**config.mk**
```make
export PLATFORM = sky130hd
export DESIGN_NAME = calendar_date_counter
export DESIGN_NICKNAME = d
export VERILOG_FILES = /design/src/rtl/cal_defs.sv /design/src/rtl/month_length.sv /design/src/rtl/calendar_date_counter.sv
export SDC_FILE = /design/constraint.sdc
export NUM_CORES = 1
export LEC_CHECK = 0
export CAP_MARGIN = 15
export CORE_MARGIN = 2
export CORE_UTILIZATION = 49
export DETAILED_ROUTE_END_ITERATION = 16
export HOLD_SLACK_MARGIN = 0.08
export PLACE_DENSITY = 0.84
export SLEW_MARGIN = 40
export SYNTH_ARGS = -nofsm -noshare
export SYNTH_HDL_FRONTEND = slang
export SYNTH_SLANG_ARGS = --single-unit
```
**constraint.sdc**
```tcl
create_clock -name clk -period 3.3 [get_ports clk]
set_clock_uncertainty 0.05 [all_clocks]
set_input_delay 0.33 -clock clk [delete_from_list [all_inputs] [get_ports clk]]
set_output_delay 0.33 -clock clk [all_outputs]
set_load 0.01 [all_outputs]
```
**src/rtl/cal_defs.sv**
```systemverilog
// Shared calendar constants and field widths for the date counter slice.
package cal_defs;

  localparam int unsigned MONTH_W = 4;
  localparam int unsigned DAY_W   = 5;

  localparam logic [MONTH_W-1:0] MONTH_JAN = 4'd1;
  localparam logic [MONTH_W-1:0] MONTH_FEB = 4'd2;
  localparam logic [MONTH_W-1:0] MONTH_APR = 4'd4;
  localparam logic [MONTH_W-1:0] MONTH_JUN = 4'd6;
  localparam logic [MONTH_W-1:0] MONTH_SEP = 4'd9;
  localparam logic [MONTH_W-1:0] MONTH_NOV = 4'd11;
  localparam logic [MONTH_W-1:0] MONTH_DEC = 4'd12;

  localparam logic [DAY_W-1:0] DAY_ONE = 5'd1;
  localparam logic [DAY_W-1:0] DAYS_28 = 5'd28;
  localparam logic [DAY_W-1:0] DAYS_29 = 5'd29;
  localparam logic [DAY_W-1:0] DAYS_30 = 5'd30;
  localparam logic [DAY_W-1:0] DAYS_31 = 5'd31;

endpackage

```
**src/rtl/month_length.sv**
```systemverilog
// Combinational last-day-of-month lookup; February depends on the leap flag.
module month_length
  import cal_defs::*;
(
  input  logic [MONTH_W-1:0] month,
  input  logic               leap,
  output logic [DAY_W-1:0]   last_day
);

  // Month-to-length decode
  always_comb begin
    last_day = DAYS_31;
    case (month)
      MONTH_FEB: begin
        if (leap) begin
          last_day = DAYS_29;
        end else begin
          last_day = DAYS_28;
        end
      end
      MONTH_APR, MONTH_JUN, MONTH_SEP, MONTH_NOV: last_day = DAYS_30;
      default: last_day = DAYS_31;
    endcase
  end

endmodule

```
**src/rtl/calendar_date_counter.sv**
```systemverilog
// Day/month calendar counter with year-rollover pulse.
// Optional `DATE_BCD_EN selects two-digit BCD on the month/day outputs.
module calendar_date_counter
  import cal_defs::*;
#(
  parameter int unsigned START_MONTH = 1,
  parameter int unsigned START_DAY   = 1
) (
  input  logic                 clk,
  input  logic                 rst,
  input  logic                 day_tick,
  input  logic                 leap,
  input  logic                 load,
  input  logic [MONTH_W-1:0]   load_month,
  input  logic [DAY_W-1:0]     load_day,
  output logic [7:0]           month,
  output logic [7:0]           day,
  output logic                 year_carry
);

  logic [MONTH_W-1:0] month_q, month_d;
  logic [DAY_W-1:0]   day_q, day_d;
  logic               carry_q, carry_d;
  logic [DAY_W-1:0]   cur_last_s;
  logic [DAY_W-1:0]   load_last_s;
  logic               load_ok_s;

  function automatic logic [7:0] to_bcd(input logic [4:0] v);
    logic [3:0] tens;
    logic [3:0] units;
    if (v >= 5'd30) begin
      tens  = 4'd3;
      units = 4'(v - 5'd30);
    end else if (v >= 5'd20) begin
      tens  = 4'd2;
      units = 4'(v - 5'd20);
    end else if (v >= 5'd10) begin
      tens  = 4'd1;
      units = 4'(v - 5'd10);
    end else begin
      tens  = 4'd0;
      units = v[3:0];
    end
    return {tens, units};
  endfunction

  month_length u_cur_len (
    .month    (month_q),
    .leap     (leap),
    .last_day (cur_last_s)
  );

  month_length u_load_len (
    .month    (load_month),
    .leap     (leap),
    .last_day (load_last_s)
  );

  assign load_ok_s = (load_month >= MONTH_JAN) && (load_month <= MONTH_DEC);

  // Next-date decision: load beats tick; >= lets an out-of-range day roll over
  always_comb begin
    month_d = month_q;
    day_d   = day_q;
    carry_d = 1'b0;
    if (load) begin
      if (load_ok_s) begin
        month_d = load_month;
        if (load_day == 5'd0) begin
          day_d = DAY_ONE;
        end else if (load_day > load_last_s) begin
          day_d = load_last_s;
        end else begin
          day_d = load_day;
        end
      end else begin
        month_d = month_q;
        day_d   = day_q;
      end
    end else if (day_tick) begin
      if (day_q < cur_last_s) begin
        day_d = day_q + 5'd1;
      end else begin
        day_d = DAY_ONE;
        if (month_q >= MONTH_DEC) begin
          month_d = MONTH_JAN;
          carry_d = 1'b1;
        end else begin
          month_d = month_q + 4'd1;
        end
      end
    end else begin
      month_d = month_q;
      day_d   = day_q;
    end
  end

  // Date and carry registers
  always_ff @(posedge clk or negedge rst) begin
    if (!rst) begin
      month_q <= MONTH_W'(START_MONTH);
      day_q   <= DAY_W'(START_DAY);
      carry_q <= 1'b0;
    end else begin
      month_q <= month_d;
      day_q   <= day_d;
      carry_q <= carry_d;
    end
  end

`ifdef DATE_BCD_EN
  assign month = to_bcd({1'b0, month_q});
  assign day   = to_bcd(day_q);
`else
  assign month = {4'b0000, month_q};
  assign day   = {3'b000, day_q};
`endif

  assign year_carry = carry_q;

endmodule

```
==> flow_metrics.env, run 1 <==
export IMPL_outcome="complete, no violations"
export IMPL_holdWs_ps=318.5
export IMPL_fp_coreArea_um2=1783
export IMPL_holdBufCountCts=0
export IMPL_cts_buffer_depth=2
export IMPL_dieWidth_um=48.23
export IMPL_nNetsFinal=157
export IMPL_rows=15
export IMPL_cts_made_buffers=3
export IMPL_multiInputGateArea_um2=616.8
export IMPL_syn_avg_cell_area_um2=8.634
export IMPL_cap_violations=0
export IMPL_setup_tns_final_ps=0
export IMPL_clockPowerShare=0.174
export IMPL_postCtsResizedCells=0
export IMPL_overflow=0
export IMPL_io_buffers=23
export IMPL_mostFrequentLayoutCells="clkdlybuf4s50_1 (23), inv_1 (8), nand2_1 (8), ha_1 (8), dfrtp_1 (8)"
export IMPL_wl_per_cell_um=13.94
export IMPL_n_antenna_cell=0
export IMPL_regArea_um2=252.7
export IMPL_netlist_area_um2=958.4
export IMPL_combPwrFrac=0.472
export IMPL_start_util=0.5375
export IMPL_grt_pass1_wl_mm=3.519
export IMPL_r2r_start="month_q[0]$_DFFE_PN1P_"
export IMPL_r2r_setup_slack_ps=880
export IMPL_synth_seq_area_share=0.2637
export IMPL_drt_total_wl_mm=2.216
export IMPL_vias_per_cell=5.887
export IMPL_area_growth_pct=25.72
export IMPL_hold_viol=0
export IMPL_ir_drop_uv=360.5
export IMPL_setup_viol=0
export IMPL_drc=0
export IMPL_layout_drive_gt1_share=0.09701
export IMPL_clk_pin_slew_worst_paths_ps=70
export IMPL_antenna_found_initial=0
export IMPL_fin_util=0.6758
export IMPL_cellPowerDensity_nw_per_um2=546.3
export IMPL_fin_area_um2=1205
export IMPL_track_usage=0.2197
export IMPL_startpoint="month_q[0]$_DFFE_PN1P_"
export IMPL_cts_setup_buffers=0
export IMPL_p_seq_frac=0.353
export IMPL_num_io_pins=31
export IMPL_dieArea_um2=2326
export IMPL_power_leakage_nw=0.5068
export IMPL_fmax_ghz=0.4139
export IMPL_globalplace_congestion=0.8199
export IMPL_p_int_mw=0.3956
export IMPL_finalMaxSlewViolations=0
export IMPL_grt_pass1_vias=790
export IMPL_finalCriticalPeriod_ps=2416
export IMPL_fp_dieH_um=48.23
export IMPL_dr_pass1_iters=4
export IMPL_fill_cells=147
export IMPL_synth_seq_cells=10
export IMPL_postRouteAntennaNets=0
export IMPL_yosys_warnings=0
export IMPL_critPathArrivalTime_ps=2520
export IMPL_required_ps=3410
export IMPL_grt_max_degree=13
export IMPL_drt_iter0_drc=25
export IMPL_path_max_fanout=11
export IMPL_crit_type="reg -> reg"
export IMPL_min_period_over_period=0.7321
export IMPL_dpl_hpwl_mm=1.653
export IMPL_cts_tree="done"
export IMPL_h_tree_depth=1
export IMPL_dpl_cell_area_um2=1169
export IMPL_root_buffer="clkbuf_4"
export IMPL_cp_start_kind="flip-flop"
export IMPL_hold_path_class="in -> async"
export IMPL_clkSinkCount=10
export IMPL_netSwitchingPower_mw=0.2626
export IMPL_synthCells=111
export IMPL_clock_latency_ps=270
export IMPL_swShare=0.3989
export IMPL_worst_setup_path_end_kind="flip-flop"
export IMPL_rsz0062_at_grt="no"
export IMPL_synth_cell_types=43
export IMPL_layout_cells_most_common="clkdlybuf4s50_1"
export IMPL_vias=936
-- power by group through the flow --
| stage | Sequential (mW) | Clock [mW] | Combinational, mW |
|---|---|---|---|
| floorplan | 0.227 | 0 | 0.178 |
| global placement | 0.229 | 0 | 0.299 |
| detailed placement | 0.230 | 0 | 0.306 |
| CTS | 0.230 | 0.117 | 0.311 |
| global route | 0.240 | 0.124 | 0.341 |
| finish | 0.232 | 0.115 | 0.311 |
-- routing by layer --
| layer | part of all wire | global-route usage | vias to the layer above |
|---|---|---|---|
| met2 | 0.47 | 0.3184 | 57 |
| met5 | 0 | 0 | - |
| li1 | - | - | 449 |
| met1 | 0.42 | 0.3124 | 423 |
| met3 | 0.088 | 0.04444 | 7 |
| met4 | 0.021 | 0.09730 | 0 |
-- state kept, by name (all words and copies together), names as in the netlist --
name	count
year_carry	1
day_q	5
month_q	4
-- cell type report --
type                       count  area share
tap                           25     0.02596
sequential                    10      0.2098
clock buffer                   4     0.03011
inverter                       8     0.02492
timing repair buffer          24      0.1973
multi-input combinational     88      0.5119
-- final timing paths --
| kind | to | cells after the start |
|---|---|---|
| setup / recovery | day_q[3]$_DFFE_PN0P_ | 9 |
| hold / removal | month_q[3]$_DFFE_PN0P_ | 1 |
| setup reg to reg | day_q[3]$_DFFE_PN0P_ | 9 |
| hold reg to reg | day_q[4]$_DFFE_PN0P_ | 2 |
| max in group asynchronous | day_q[0]$_DFFE_PN1P_ | 1 |
| min in group clk | day_q[4]$_DFFE_PN0P_ | 2 |
-- kinds of logic (layout without fill, tap and decap cells) --
logic type,count (synthesis),after routing,synth area share
compound gates,31,31,0.2468
flops,10,10,0.2637
simple gates,39,39,0.2311
buf+inv,19,36,0.1162
fa+ha+maj,8,8,0.1044
other cells,1,7,0.003913
mux,3,3,0.03394
-- synth_stat cells (all sizes together) --
library cell	instances	area, µm²
a221oi	1	8.760
o211ai	6	45.04
mux2	2	22.52
a22o	1	8.760
nor4b	2	17.52
o2111a	1	11.26
nand4	1	6.260
buf	10	67.56
nand4b	1	8.760
conb	1	3.750
and3	3	23.77
nand3	5	25.02
inv	8	30.03
nor4	1	6.260
o22ai	1	6.260
a22oi	1	7.510
clkbuf	1	13.76
nor3	3	15.01
a31o	1	8.760
o2111ai	1	8.760
o21a	1	7.510
nor3b	2	15.01
o311ai	1	8.760
mux2i	1	10.01
nand2	8	30.03
a221o	1	10.01
nand2b	5	31.28
dfrtp	8	200.2
o21ai	3	18.76
o41ai	1	16.27
nor2b	1	6.260
or4	1	11.26
a31oi	3	18.77
nor2	5	18.77
ha	8	100.1
dfstp	2	52.55
a21oi	8	51.30
or2	1	6.260
-- stage by stage --
step | cells | setup WS [ps] | total power, mW
2_1_floorplan | 117 | 970.7 | 0.4048
3_3_place_gp | 155 | 770.8 | 0.5282
3_5_place_dp | 155 | 643.5 | 0.5360
4_1_cts | 159 | 882.0 | 0.6574
5_1_grt | 159 | 734.4 | 0.7048
6_report | 159 | 884.1 | 0.6582
-- critical path, stage by stage (launching register included) --
cell      delay [ps]
dfstp_2          600
inv_1             80
ha_1             220
nor3b_1          150
ha_1             280
o2111a_1         180
o41ai_2           60
buf_4            180
a31o_1           210
a221o_1          290
Note: power is estimated with default switching activity, not from simulation.
==> run 2: changes to the inputs <==
CORE_UTILIZATION = 45   (was 49)
PLACE_DENSITY = 0.78   (was 0.84)
clock period = 2.4 ns   (was 3.3 ns; I/O delays follow)
==> flow_metrics.env, run 2 (synthesis results as in run 1) <==
export IMPL_num_io_pins=31
export IMPL_nNetsFinal=164
export IMPL_startpoint="month_q[0]$_DFFE_PN1P_"
export IMPL_clock_latency_ps=260
export IMPL_dpl_hpwl_mm=1.857
export IMPL_rows=16
export IMPL_layout_drive_gt1_share=0.1357
export IMPL_fp_coreArea_um2=1982
export IMPL_grt_pass1_vias=805
export IMPL_setup_tns_final_ps=0
export IMPL_start_util=0.4836
export IMPL_slowest_delay_ps=530
export IMPL_crit_type="reg -> reg"
export IMPL_netSwitchingPower_mw=0.3543
export IMPL_rsz0062_at_grt="no"
export IMPL_drt_iter0_drc=21
export IMPL_cellPowerDensity_nw_per_um2=698.1
export IMPL_hold_viol=0
export IMPL_regMostFlops="day_q"
export IMPL_cap_violations=0
export IMPL_critPathBufInv=1
export IMPL_dieWidth_um=50.15
export IMPL_drt_total_wl_mm=2.250
export IMPL_outcome="complete, no violations"
export IMPL_combPwrFrac=0.519
export IMPL_cp_top_family="compound AO/OA/AOI/OAI gates"
export IMPL_track_usage=0.1995
export IMPL_cp_start_kind="flip-flop"
export IMPL_p_seq_frac=0.357
export IMPL_fp_dieH_um=50.15
export IMPL_area_growth_pct=31.20
export IMPL_power_mw=0.8778
export IMPL_grt_max_degree=11
export IMPL_cts_setup_buffers=0
export IMPL_vias_per_cell=5.497
export IMPL_cts_tree="done"
export IMPL_largest_reg_flops=5
export IMPL_clk_pin_slew_worst_paths_ps=60
export IMPL_root_buffer="clkbuf_4"
export IMPL_cpMaxStageDelayCell="dfstp_2"
export IMPL_required_ps=2530
export IMPL_swShare=0.4036
export IMPL_overflow=0
export IMPL_postRouteAntennaNets=0
export IMPL_critPathArrivalTime_ps=2380
export IMPL_rr_worst_depth=8
export IMPL_min_period_over_period=0.9338
export IMPL_fmax_ghz=0.4462
export IMPL_finalMaxSlewViolations=0
export IMPL_setup_viol=0
export IMPL_worst_setup_path_end_kind="flip-flop"
export IMPL_holdBufCountCts=0
export IMPL_power_leakage_nw=0.5359
export IMPL_fill_cells=170
export IMPL_dr_pass1_iters=4
export IMPL_r2r_start="month_q[0]$_DFFE_PN1P_"
export IMPL_globalplace_congestion=0.8850
export IMPL_grt_pass1_wl_mm=3.767
export IMPL_p_int_mw=0.5235
export IMPL_path_max_fanout=5
export IMPL_layout_cells_most_common="clkdlybuf4s50_1"
export IMPL_drc=0
export IMPL_vias=918
export IMPL_crit_chain="inv_1 > ha_1 > nor3b_1 > ha_1 > o2111a_1 > o41ai_4 > o21ai_2 > mux2_1"
export IMPL_wl_per_cell_um=13.47
export IMPL_crit_top_cell="ha_1"
export IMPL_cts_buffer_depth=2
export IMPL_clockPowerShare=0.124
export IMPL_antenna_found_initial=0
export IMPL_cp_depth=8
export IMPL_n_antenna_cell=0
export IMPL_cts_made_buffers=3
export IMPL_hold_path_class="in -> async"
export IMPL_finalCriticalPeriod_ps=2241
export IMPL_fin_util=0.6345
export IMPL_io_buffers=23
export IMPL_dieArea_um2=2515
export IMPL_clkSinkCount=10
export IMPL_h_tree_depth=1
export IMPL_ir_drop_uv=409.3
## run 2: cell types whose count changed in the layout (fill, tap and decap cells not counted)
cell,previous run,this run
buf_4,1,8
clkbuf_8,1,0
o41ai_2,1,0
o41ai_4,0,1
## run 2: area by class of cell
type,count,area [µm²],area share
clock buffers,3,22.52,0.01791
inverters,8,30.03,0.02388
multi-input cells,88,628.1,0.4995
flip-flops and latches,10,252.7,0.2010
well taps,27,33.78,0.02687
repair buffers,31,290.3,0.2308
## run 2: what timing repair did
action	CTS	global route
hold endpoints to repair	0	0
setup endpoints to repair	1	2
pin swaps	0	1
resized for setup	1	0
## run 2: power groups by stage
| stage | Combinational [mW] | Clock [mW] | Sequential (mW) |
|---|---|---|---|
| final | 0.456 | 0.109 | 0.313 |
| after global routing | 0.503 | 0.124 | 0.323 |
| after CTS | 0.456 | 0.113 | 0.312 |
| after detailed placement | 0.445 | 0 | 0.313 |
| after global placement | 0.433 | 0 | 0.308 |
| after floorplan | 0.245 | 0 | 0.312 |
## run 2: final timing paths
| path | endpoint | slack, ps |
|---|---|---|
| max in group asynchronous | day_q[0]$_DFFE_PN1P_ | 1730 |
| min in group clk | day_q[4]$_DFFE_PN0P_ | 540 |
| hold / removal | month_q[1]$_DFFE_PN0P_ | 240 |
| setup reg to reg | month_q[0]$_DFFE_PN1P_ | 160 |
| setup / recovery | month_q[0]$_DFFE_PN1P_ | 160 |
| hold reg to reg | day_q[4]$_DFFE_PN0P_ | 540 |
## run 2: metrics by stage
step / area (µm²) / std cells / setup slack [ps] / hold slack, ps
detailed placement: 1224 / 164 / -55.11 / 522.6
global placement: 1224 / 164 / 9.003 / 522.9
finish: 1257 / 167 / 158.9 / 240.7
floorplan: 980.9 / 117 / 70.68 / -105.6
CTS: 1257 / 167 / 103.5 / 246.8
global route: 1257 / 167 / 36.51 / 264.8
## run 2: routing by layer
metal / part of all wire / up-vias / GRT usage
li1: - / 465 / -
met1: 0.46 / 427 / 0.2665
met2: 0.49 / 22 / 0.3136
met3: 0.043 / 4 / 0.04167
met4: 0.013 / 0 / 0.07870
met5: 0 / - / 0
